==> config.mk <==
export PLATFORM = sky130hd
export DESIGN_NAME = crop_window_ctrl
export DESIGN_NICKNAME = d
export VERILOG_FILES = /design/src/rtl/crop_pkg.sv /design/src/rtl/crop_raster_cnt.sv /design/src/rtl/crop_window_ctrl.sv
export SDC_FILE = /design/constraint.sdc
export NUM_CORES = 1
export LEC_CHECK = 0
export BUFFER_PORTS_ARGS = -buffer_cell sky130_fd_sc_hd__buf_2
export CAP_MARGIN = 5
export CORE_ASPECT_RATIO = 1.25
export CORE_UTILIZATION = 50
export CTS_CLUSTER_DIAMETER = 150
export CTS_CLUSTER_SIZE = 40
export DETAILED_ROUTE_END_ITERATION = 10
export HOLD_SLACK_MARGIN = 0.1
export PLACE_DENSITY_LB_ADDON = 0.3
export SETUP_SLACK_MARGIN = 0.02
export SLEW_MARGIN = 20
export SYNTH_ARGS = -nofsm -noshare
export SYNTH_HDL_FRONTEND = slang
export SYNTH_SLANG_ARGS = --single-unit
==> constraint.sdc <==
create_clock -name clk -period 3.5 [get_ports clk]
set_input_delay 0.525 -clock clk [delete_from_list [all_inputs] [get_ports clk]]
set_output_delay 0.525 -clock clk [all_outputs]
set_load 0.01 [all_outputs]
==> src/rtl/crop_pkg.sv <==
// Shared types for the crop window controller: FSM states and latched window corners.
package crop_pkg;

    localparam int CROP_COORD_W = 16;

    typedef enum logic [1:0] {
        IDLE   = 2'd0,
        STREAM = 2'd1,
        FLUSH  = 2'd2
    } crop_state_t;

    typedef struct packed {
        logic [CROP_COORD_W-1:0] x1;
        logic [CROP_COORD_W-1:0] x2;
        logic [CROP_COORD_W-1:0] y1;
        logic [CROP_COORD_W-1:0] y2;
    } crop_win_t;

    function automatic logic win_hit(input crop_win_t w,
                                     input logic [CROP_COORD_W-1:0] col,
                                     input logic [CROP_COORD_W-1:0] row);
        return (col >= w.x1) && (col <= w.x2) && (row >= w.y1) && (row <= w.y2);
    endfunction

endpackage

==> src/rtl/crop_raster_cnt.sv <==
// Raster-order row/column position of the next input pixel, with last-pixel flag.
module crop_raster_cnt #(
    parameter int ROWS = 512,
    parameter int COLS = 512
) (
    input  logic                    clk,
    input  logic                    rst,
    input  logic                    clr,
    input  logic                    adv,
    output logic [$clog2(ROWS)-1:0] row,
    output logic [$clog2(COLS)-1:0] col,
    output logic                    last
);

    localparam int RW = $clog2(ROWS);
    localparam int CW = $clog2(COLS);

    logic col_end;
    logic row_end;

    assign col_end = (col == CW'(COLS - 1));
    assign row_end = (row == RW'(ROWS - 1));
    assign last    = col_end && row_end;

    always_ff @(posedge clk) begin
        if (rst || clr) begin
            row <= '0;
            col <= '0;
        end else if (adv) begin
            if (col_end) begin
                col <= '0;
                row <= row_end ? '0 : row + RW'(1);
            end else begin
                col <= col + CW'(1);
            end
        end
    end

endmodule

==> src/rtl/crop_window_ctrl.sv <==
// Crops a raster pixel stream to a configured inclusive window.
// Optional CROP_BOUNDS_CHECK_EN rejects malformed windows with a cfg_err pulse.
module crop_window_ctrl
    import crop_pkg::*;
#(
    parameter int ROWS  = 512,
    parameter int COLS  = 512,
    parameter int PIX_W = 8
) (
    input  logic                    clk,
    input  logic                    rst,
    input  logic                    cfg_valid,
    output logic                    cfg_ready,
    input  logic [$clog2(COLS)-1:0] cfg_x1,
    input  logic [$clog2(COLS)-1:0] cfg_x2,
    input  logic [$clog2(ROWS)-1:0] cfg_y1,
    input  logic [$clog2(ROWS)-1:0] cfg_y2,
    input  logic                    s_valid,
    output logic                    s_ready,
    input  logic [PIX_W-1:0]        s_data,
    output logic                    m_valid,
    input  logic                    m_ready,
    output logic [PIX_W-1:0]        m_data,
    output logic                    m_eol,
    output logic                    m_eof,
    output logic                    busy,
    output logic                    done,
    output logic                    cfg_err
);

    localparam int RW = $clog2(ROWS);
    localparam int CW = $clog2(COLS);

    crop_state_t      state;
    crop_win_t        win;
    crop_win_t        cfg_win;
    logic [RW-1:0]    row;
    logic [CW-1:0]    col;
    logic             last_pix;
    logic             in_win;
    logic             s_fire;
    logic             cfg_fire;
    logic             cfg_bad;
    logic             cnt_clr;
    logic             vld_p0;
    logic             eol_p0;
    logic             eof_p0;
    logic [PIX_W-1:0] data_p0;

    assign cfg_win = '{x1: CROP_COORD_W'(cfg_x1), x2: CROP_COORD_W'(cfg_x2),
                       y1: CROP_COORD_W'(cfg_y1), y2: CROP_COORD_W'(cfg_y2)};
    assign in_win    = win_hit(win, CROP_COORD_W'(col), CROP_COORD_W'(row));
    assign cfg_ready = (state == IDLE);
    assign cfg_fire  = cfg_valid && cfg_ready;
    assign s_fire    = s_valid && s_ready;

`ifdef CROP_BOUNDS_CHECK_EN
    assign cfg_bad = (cfg_win.x1 > cfg_win.x2) || (cfg_win.y1 > cfg_win.y2) ||
                     (cfg_win.x2 >= CROP_COORD_W'(COLS)) || (cfg_win.y2 >= CROP_COORD_W'(ROWS));
`else
    assign cfg_bad = 1'b0;
`endif

    assign cnt_clr = cfg_fire && !cfg_bad;

    // Out-of-window pixels are always drained; in-window ones wait for output space.
    always_comb begin
        s_ready = 1'b0;
        if (state == STREAM) begin
            s_ready = in_win ? (!vld_p0 || m_ready) : 1'b1;
        end
    end

    crop_raster_cnt #(
        .ROWS(ROWS),
        .COLS(COLS)
    ) u_cnt (
        .clk  (clk),
        .rst  (rst),
        .clr  (cnt_clr),
        .adv  (s_fire),
        .row  (row),
        .col  (col),
        .last (last_pix)
    );

    always_ff @(posedge clk) begin
        if (cfg_fire) begin
            win <= cfg_win;
        end
    end

    always_ff @(posedge clk) begin
        if (rst) begin
            state   <= IDLE;
            busy    <= 1'b0;
            done    <= 1'b0;
            cfg_err <= 1'b0;
        end else begin
            done    <= 1'b0;
            cfg_err <= cfg_fire && cfg_bad;
            case (state)
                IDLE: begin
                    if (cnt_clr) begin
                        state <= STREAM;
                        busy  <= 1'b1;
                    end
                end
                STREAM: begin
                    if (s_fire && last_pix) begin
                        state <= FLUSH;
                    end
                end
                FLUSH: begin
                    if (!vld_p0 || m_ready) begin
                        state <= IDLE;
                        busy  <= 1'b0;
                        done  <= 1'b1;
                    end
                end
                default: begin
                    state <= IDLE;
                    busy  <= 1'b0;
                end
            endcase
        end
    end

    // p0: output register stage, held while the sink stalls
    always_ff @(posedge clk) begin
        if (rst) begin
            vld_p0 <= 1'b0;
            eol_p0 <= 1'b0;
            eof_p0 <= 1'b0;
        end else if (s_fire && in_win) begin
            vld_p0 <= 1'b1;
            eol_p0 <= (CROP_COORD_W'(col) == win.x2);
            eof_p0 <= (CROP_COORD_W'(col) == win.x2) && (CROP_COORD_W'(row) == win.y2);
        end else if (m_ready) begin
            vld_p0 <= 1'b0;
            eol_p0 <= 1'b0;
            eof_p0 <= 1'b0;
        end
    end

    always_ff @(posedge clk) begin
        if (s_fire && in_win) begin
            data_p0 <= s_data;
        end
    end

    assign m_valid = vld_p0;
    assign m_data  = data_p0;
    assign m_eol   = eol_p0;
    assign m_eof   = eof_p0;

endmodule

* Word level (Yosys, flattened, before mapping)
Index checks and enable logic that the tools add are counted.
** Operators by class
- Add/subtract/negate cells :: 2
- Order comparisons :: 4
- Eq/ne operators :: 9
- Mux-type cells :: 16
- Bitwise logic cells :: 2
- Reductions and logical operators :: 18
** Operators by type and width (number)
- $add A9 B1 Y9 const B :: 2
- $eq A9 B9 Y1 :: 2
- $eq A9 B9 Y1 const B :: 2
- $ge A9 B9 Y1 :: 2
- $le A9 B9 Y1 :: 2
- $mux W9 :: 2
- $logic_and A1 B1 Y1 :: 9
- $mux W1 :: 9
- $mux W2 :: 3
- $pmux W2 S3 :: 1
- $reduce_and A3 Y1 :: 2
- $ne A2 B1 Y1 const B :: 2
- $pmux W1 S3 :: 1
- $eq A2 B1 Y1 const B :: 1
- $eq A2 B2 Y1 const B :: 1
- $logic_not A2 Y1 :: 1
- $logic_or A1 B1 Y1 :: 2
- $ne A2 B2 Y1 const B :: 1
- $not A1 Y1 :: 2
- $reduce_and A2 Y1 :: 1
- $reduce_bool A2 Y1 :: 1
- $reduce_or A2 Y1 :: 1
- $logic_not A1 Y1 :: 1
** Word-level totals
- Register bits :: 69
- Bits of input ports :: 49
- Output and inout port bits :: 16
- Logic and storage cells :: 64

* Logic depth before layout (Yosys ltp)
- Word-level depth :: 10
- Mapped depth :: 10
- Mapped depth without buffers :: 9

* Modules after synthesis
From an unflattened synthesis, not the netlist that was laid out.
** Second synthesis, totals
- Cells, all modules :: 306
- Area total of the unflattened synthesis :: 3435.8 um^2
** Modules (own cells, without submodules)
- crop_window_ctrl :: instances 1, cells each 207, area each 2565.0 um^2, sequential area each 1461.4 um^2
- crop_raster_cnt :: instances 1, cells each 99, area each 870.8 um^2, sequential area each 360.3 um^2

* Least setup slack after synthesis
Ideal clock, no wire load.
- Kind :: input-to-reg
- Start :: input cfg_valid
- End :: register u_cnt.row[3]
- Setup time :: 117 ps
- Data arrival time :: 3038 ps
- Required time :: 3383 ps
- Path slack :: 345 ps
- Stages on the path :: 6
- Path buffers :: 1
- Path through :: nand2_1 -> nor2_1 -> or2_2 -> clkbuf_1 -> nor3b_1 -> a32o_1
** On the way
- Longest elaborated chain between the ends :: 2
** Ends and longest elaborated chain
- from (decl) :: line crop_window_ctrl.sv:12 : input logic cfg_valid,
- $logic_and A1 B1 Y1 :: line crop_window_ctrl.sv:54 : assign cfg_fire = cfg_valid && cfg_ready;
- via cfg_fire :: line crop_window_ctrl.sv:42 : logic cfg_fire;
- $logic_or A1 B1 Y1 :: line crop_raster_cnt.sv:26 : if (rst || clr) begin
- to (signal assigned) :: line crop_raster_cnt.sv:32 : row <= row_end ? '0 : row + RW'(1);
- to (decl) :: line crop_raster_cnt.sv:10 : output logic [$clog2(ROWS)-1:0] row,
The timed path passes the listed nets, and every way through them passes these cells.
A chain may end at the register's enable or synchronous reset.

* Final worst setup path
- Start :: register u_cnt.row[2]
- End :: output s_ready
** On the way
- Longest elaborated chain between the ends :: 5
- Elaborated cells between the ends (all ways) :: 6
- Those cells by class :: 2 x order compare; 2 x mux; 2 x reduce/logical
** Ends and longest elaborated chain
- $ge A9 B9 Y1 :: line crop_pkg.sv:22 : return (col >= w.x1) && (col <= w.x2) && (row >= w.y1) && (row <= w.y2);
- $logic_and A1 B1 Y1 :: line crop_pkg.sv:22
- $logic_and A1 B1 Y1 * :: line crop_pkg.sv:22
- $mux W1 * :: line crop_window_ctrl.sv:70 : s_ready = in_win ? (!vld_p0 || m_ready) : 1'b1;
- $mux W1 * :: line crop_window_ctrl.sv:69 : if (state == STREAM) begin
- to (decl) :: line crop_window_ctrl.sv:19 : output logic s_ready,
Every way passes the cells marked *; elsewhere a longest branch is shown, timed or not.

==> impl_metrics.json <==
{
  "cp.arrival_ns": 2.59,
  "dieArea_um2": 7355,
  "layout_common_cells": "buf_2 (63), edfxtp_1 (44), ha_1 (40), inv_1 (36), dfxtp_1 (25)",
  "slew_headroom": 0.5072,
  "start_kind": "flip-flop",
  "stdcell_count": 483,
  "dr.pass1.iters": 5,
  "die_w_um": 76.91,
  "yosysWarnings": 0,
  "postSynth.asyncResetShare": 0,
  "setup_viol": 0,
  "holdBufCountCts": 0,
  "initial_core_util": 0.5243,
  "min_path_type": "in -> reg",
  "wl_per_cell_um": 14.17,
  "ys_types": 46,
  "grt.total_usage": 0.2109,
  "grt_pass1_wl_mm": 11.70,
  "drive_above_1_share": 0.2247,
  "post-route-period-util": 0.8904,
  "cpLargestDelayFamily": "simple AND/OR/NAND/NOR gates",
  "h-tree-depth": 3,
  "post-place-cells": 467,
  "synth_edf_count": 44,
  "place.gp.congestion": 0.8747,
  "period_minus_slack_ns": 3.117,
  "grt-busiest-layer": "met2",
  "seqPwrFrac": 0.511,
  "first_global_vias": 2544,
  "synth_seq_area_share": 0.5194,
  "ir_worst_vdd_v": 0.0002412,
  "drc_errors": 0,
  "post_cts_buffers": 0,
  "row_count": 33,
  "grt_max_degree": 22,
  "comb_power_share": 0.058,
  "synth_area_per_cell_um2": 10.82,
  "antenna_cells": 0,
  "antenna_found_initial": 0,
  "rsz0062_at_grt": "no",
  "ioPinCount": 65,
  "clock_path_buffers": 2,
  "numCtsBuffers": 9,
  "grtUsageMet2": 0.3713,
  "status": "finished clean",
  "yosysTopAreaCellShare": 0.3767,
  "final_common_cell": "buf_2",
  "dp_slack_ns": 0.7756,
  "critical_path.cell_chain": "ha_1, nand4_1, or3_1, o211a_2, nor3_2, and3_1, nor3b_1, buf_2",
  "crit_buf_inv": 1,
  "cts_sinks": 69,
  "totalWireLength_mm": 6.844,
  "clkLatencyLatePin_ns": 0.36,
  "cpPeakStageDelay_ns": 0.42,
  "cts-root-buf": "clkbuf_8",
  "grt_overflow": 0,
  "clkPwrFrac": 0.431,
  "crit_required_ns": 2.97,
  "cts_resized": 0,
  "num_vias": 2601,
  "cts_tree": "done",
  "synth-seq-cells": 69,
  "netlist_area_um2": 3507,
  "design.core.area_um2": 6689,
  "skew_ns": 0.01081,
  "via_per_inst": 5.385,
  "fmax_ghz": 0.3209,
  "crit_path_top_delay_cell": "or3_1",
  "area_delta_synth_final_pct": 18.34,
  "synth_top_area_cell": "edfxtp_1",
  "fin_ws_ns": 0.3834,
  "synth_ff_type": "edfxtp_1",
  "fin_setup_tns_ns": 0,
  "fin_nets": 480,
  "portBuffers": 63,
  "use_met1": 0.2342,
  "synth_nets": 413,
  "ant_nets": 0,
  "crit_type": "reg -> out",
  "drt-initial-drc-count": 118,
  "swShare": 0.2160,
  "worst_pin_slew_ns": 0.7364,
  "final_hold_viol_count": 0,
  "slew_viol_final": 0,
  "place_hpwl_mm": 5.129,
  "cp_max_fo": 10,
  "synthCells": 324,
  "p_per_area_nw_per_um2": 426.3,
  "p_int_mw": 1.387,
  "leakage_nw": 1.839,
  "use_met3": 0.04880,
  "yosys-top-cells-area": "edfxtp_1 (38%), dfxtp_1 (14%), ha_1 (14%), inv_1 (3.9%), a21oi_1 (3.1%)",
  "worstSetupEndpointType": "output pin",
  "switchingPower_uw": 382.2,
  "drv_cap": 0,
  "path_clk_slew_ns": 0.08,
  "hold_ws_ns": 0.3380,
  "chipHeight_um": 95.64
}
[path summary, 6_finish.rpt]
check          startpoint           end  slack (ns)  cells past startpoint
max          u_cnt.row[2]       s_ready        0.38                      8
min             s_data[7]     m_data[7]        0.34                      1
max reg2reg  u_cnt.row[0]  u_cnt.col[2]        0.80                      9
min reg2reg          busy          busy        0.53                      2
[cell type report]
| cell class | instances | area, µm² |
|---|---|---|
| Clock buffer | 10 | 148.9 |
| Clock inverter | 6 | 93.84 |
| Multi-Input combinational cell | 209 | 1504 |
| Tap cell | 87 | 108.9 |
| Inverter | 36 | 135.1 |
| Fill cell | 576 | 2539 |
| Timing Repair Buffer | 66 | 337.8 |
| Sequential cell | 69 | 1822 |
[routing by layer]
layer / share of wire / routed length (µm) / vias up
met5: 0 / 0 / -
met2: 0.50 / 3453 / 94
met1: 0.42 / 2845 / 1174
li1: - / - / 1317
met3: 0.052 / 355 / 16
met4: 0.028 / 190 / 0
[cells in the mapped netlist, types with 3 or more instances]
library cell,n
inv_1,36
a21oi_1,22
o21ai_1,7
nor2b_1,5
and3_1,8
nor2_1,19
a211oi_1,4
o21ai_0,15
nand3_1,12
or3_1,7
a32o_1,3
clkbuf_1,6
nor3b_1,3
nand2b_1,3
nand4_1,7
nor3_1,3
dfxtp_1,25
mux2i_1,3
nand2_1,17
a31oi_1,4
ha_1,40
o211ai_1,3
edfxtp_1,44
[sequential cells by signal (all words and copies together), names as in the netlist]
name and count:
m_valid 1, m_eol 1, m_eof 1, u_cnt.col 9
m_data 8, state 2, done 1, u_cnt.row 9
win 36, busy 1
[metrics by stage]
stage | power, mW | area, µm² | utilization
global placement | 1.021 | 3908 | 0.5842
finish | 1.769 | 4150 | 0.6205
detailed placement | 1.026 | 3908 | 0.5842
CTS | 1.792 | 4150 | 0.6205
global route | 1.837 | 4150 | 0.6205
floorplan | 0.9813 | 3507 | -
[power groups by stage]
stage / combinational [mW] / clock, mW / sequential (mW)
3_5_place_dp: 0.103 / 0 / 0.923
5_1_grt: 0.118 / 0.813 / 0.906
6_report: 0.103 / 0.763 / 0.904
2_1_floorplan: 0.0612 / 0 / 0.920
4_1_cts: 0.104 / 0.784 / 0.904
3_3_place_gp: 0.0990 / 0 / 0.922
[worst register-to-register path: stages, from the launching register on]
cell      delay [ns]
dfxtp_1         0.39
inv_1           0.13
ha_1            0.29
nand2b_4        0.13
a211o_1         0.30
a21oi_2         0.22
nor3_2          0.09
a31o_1          0.36
or4b_1          0.52
a21oi_1         0.19
[kinds of logic (layout without fill, tap and decap cells)]
kind of cell | Yosys count | in the layout | synth area share
AOI/OAI and AO/OA | 69 | 69 | 0.1252
adders and majority gates | 40 | 40 | 0.1427
buffers and inverters | 46 | 118 | 0.05387
DFF | 69 | 69 | 0.5194
muxes | 3 | 3 | 0.008563
other | 1 | 1 | 0.001069
and+or+nand+nor | 96 | 96 | 0.1491
(Power assumes the default switching activity.)
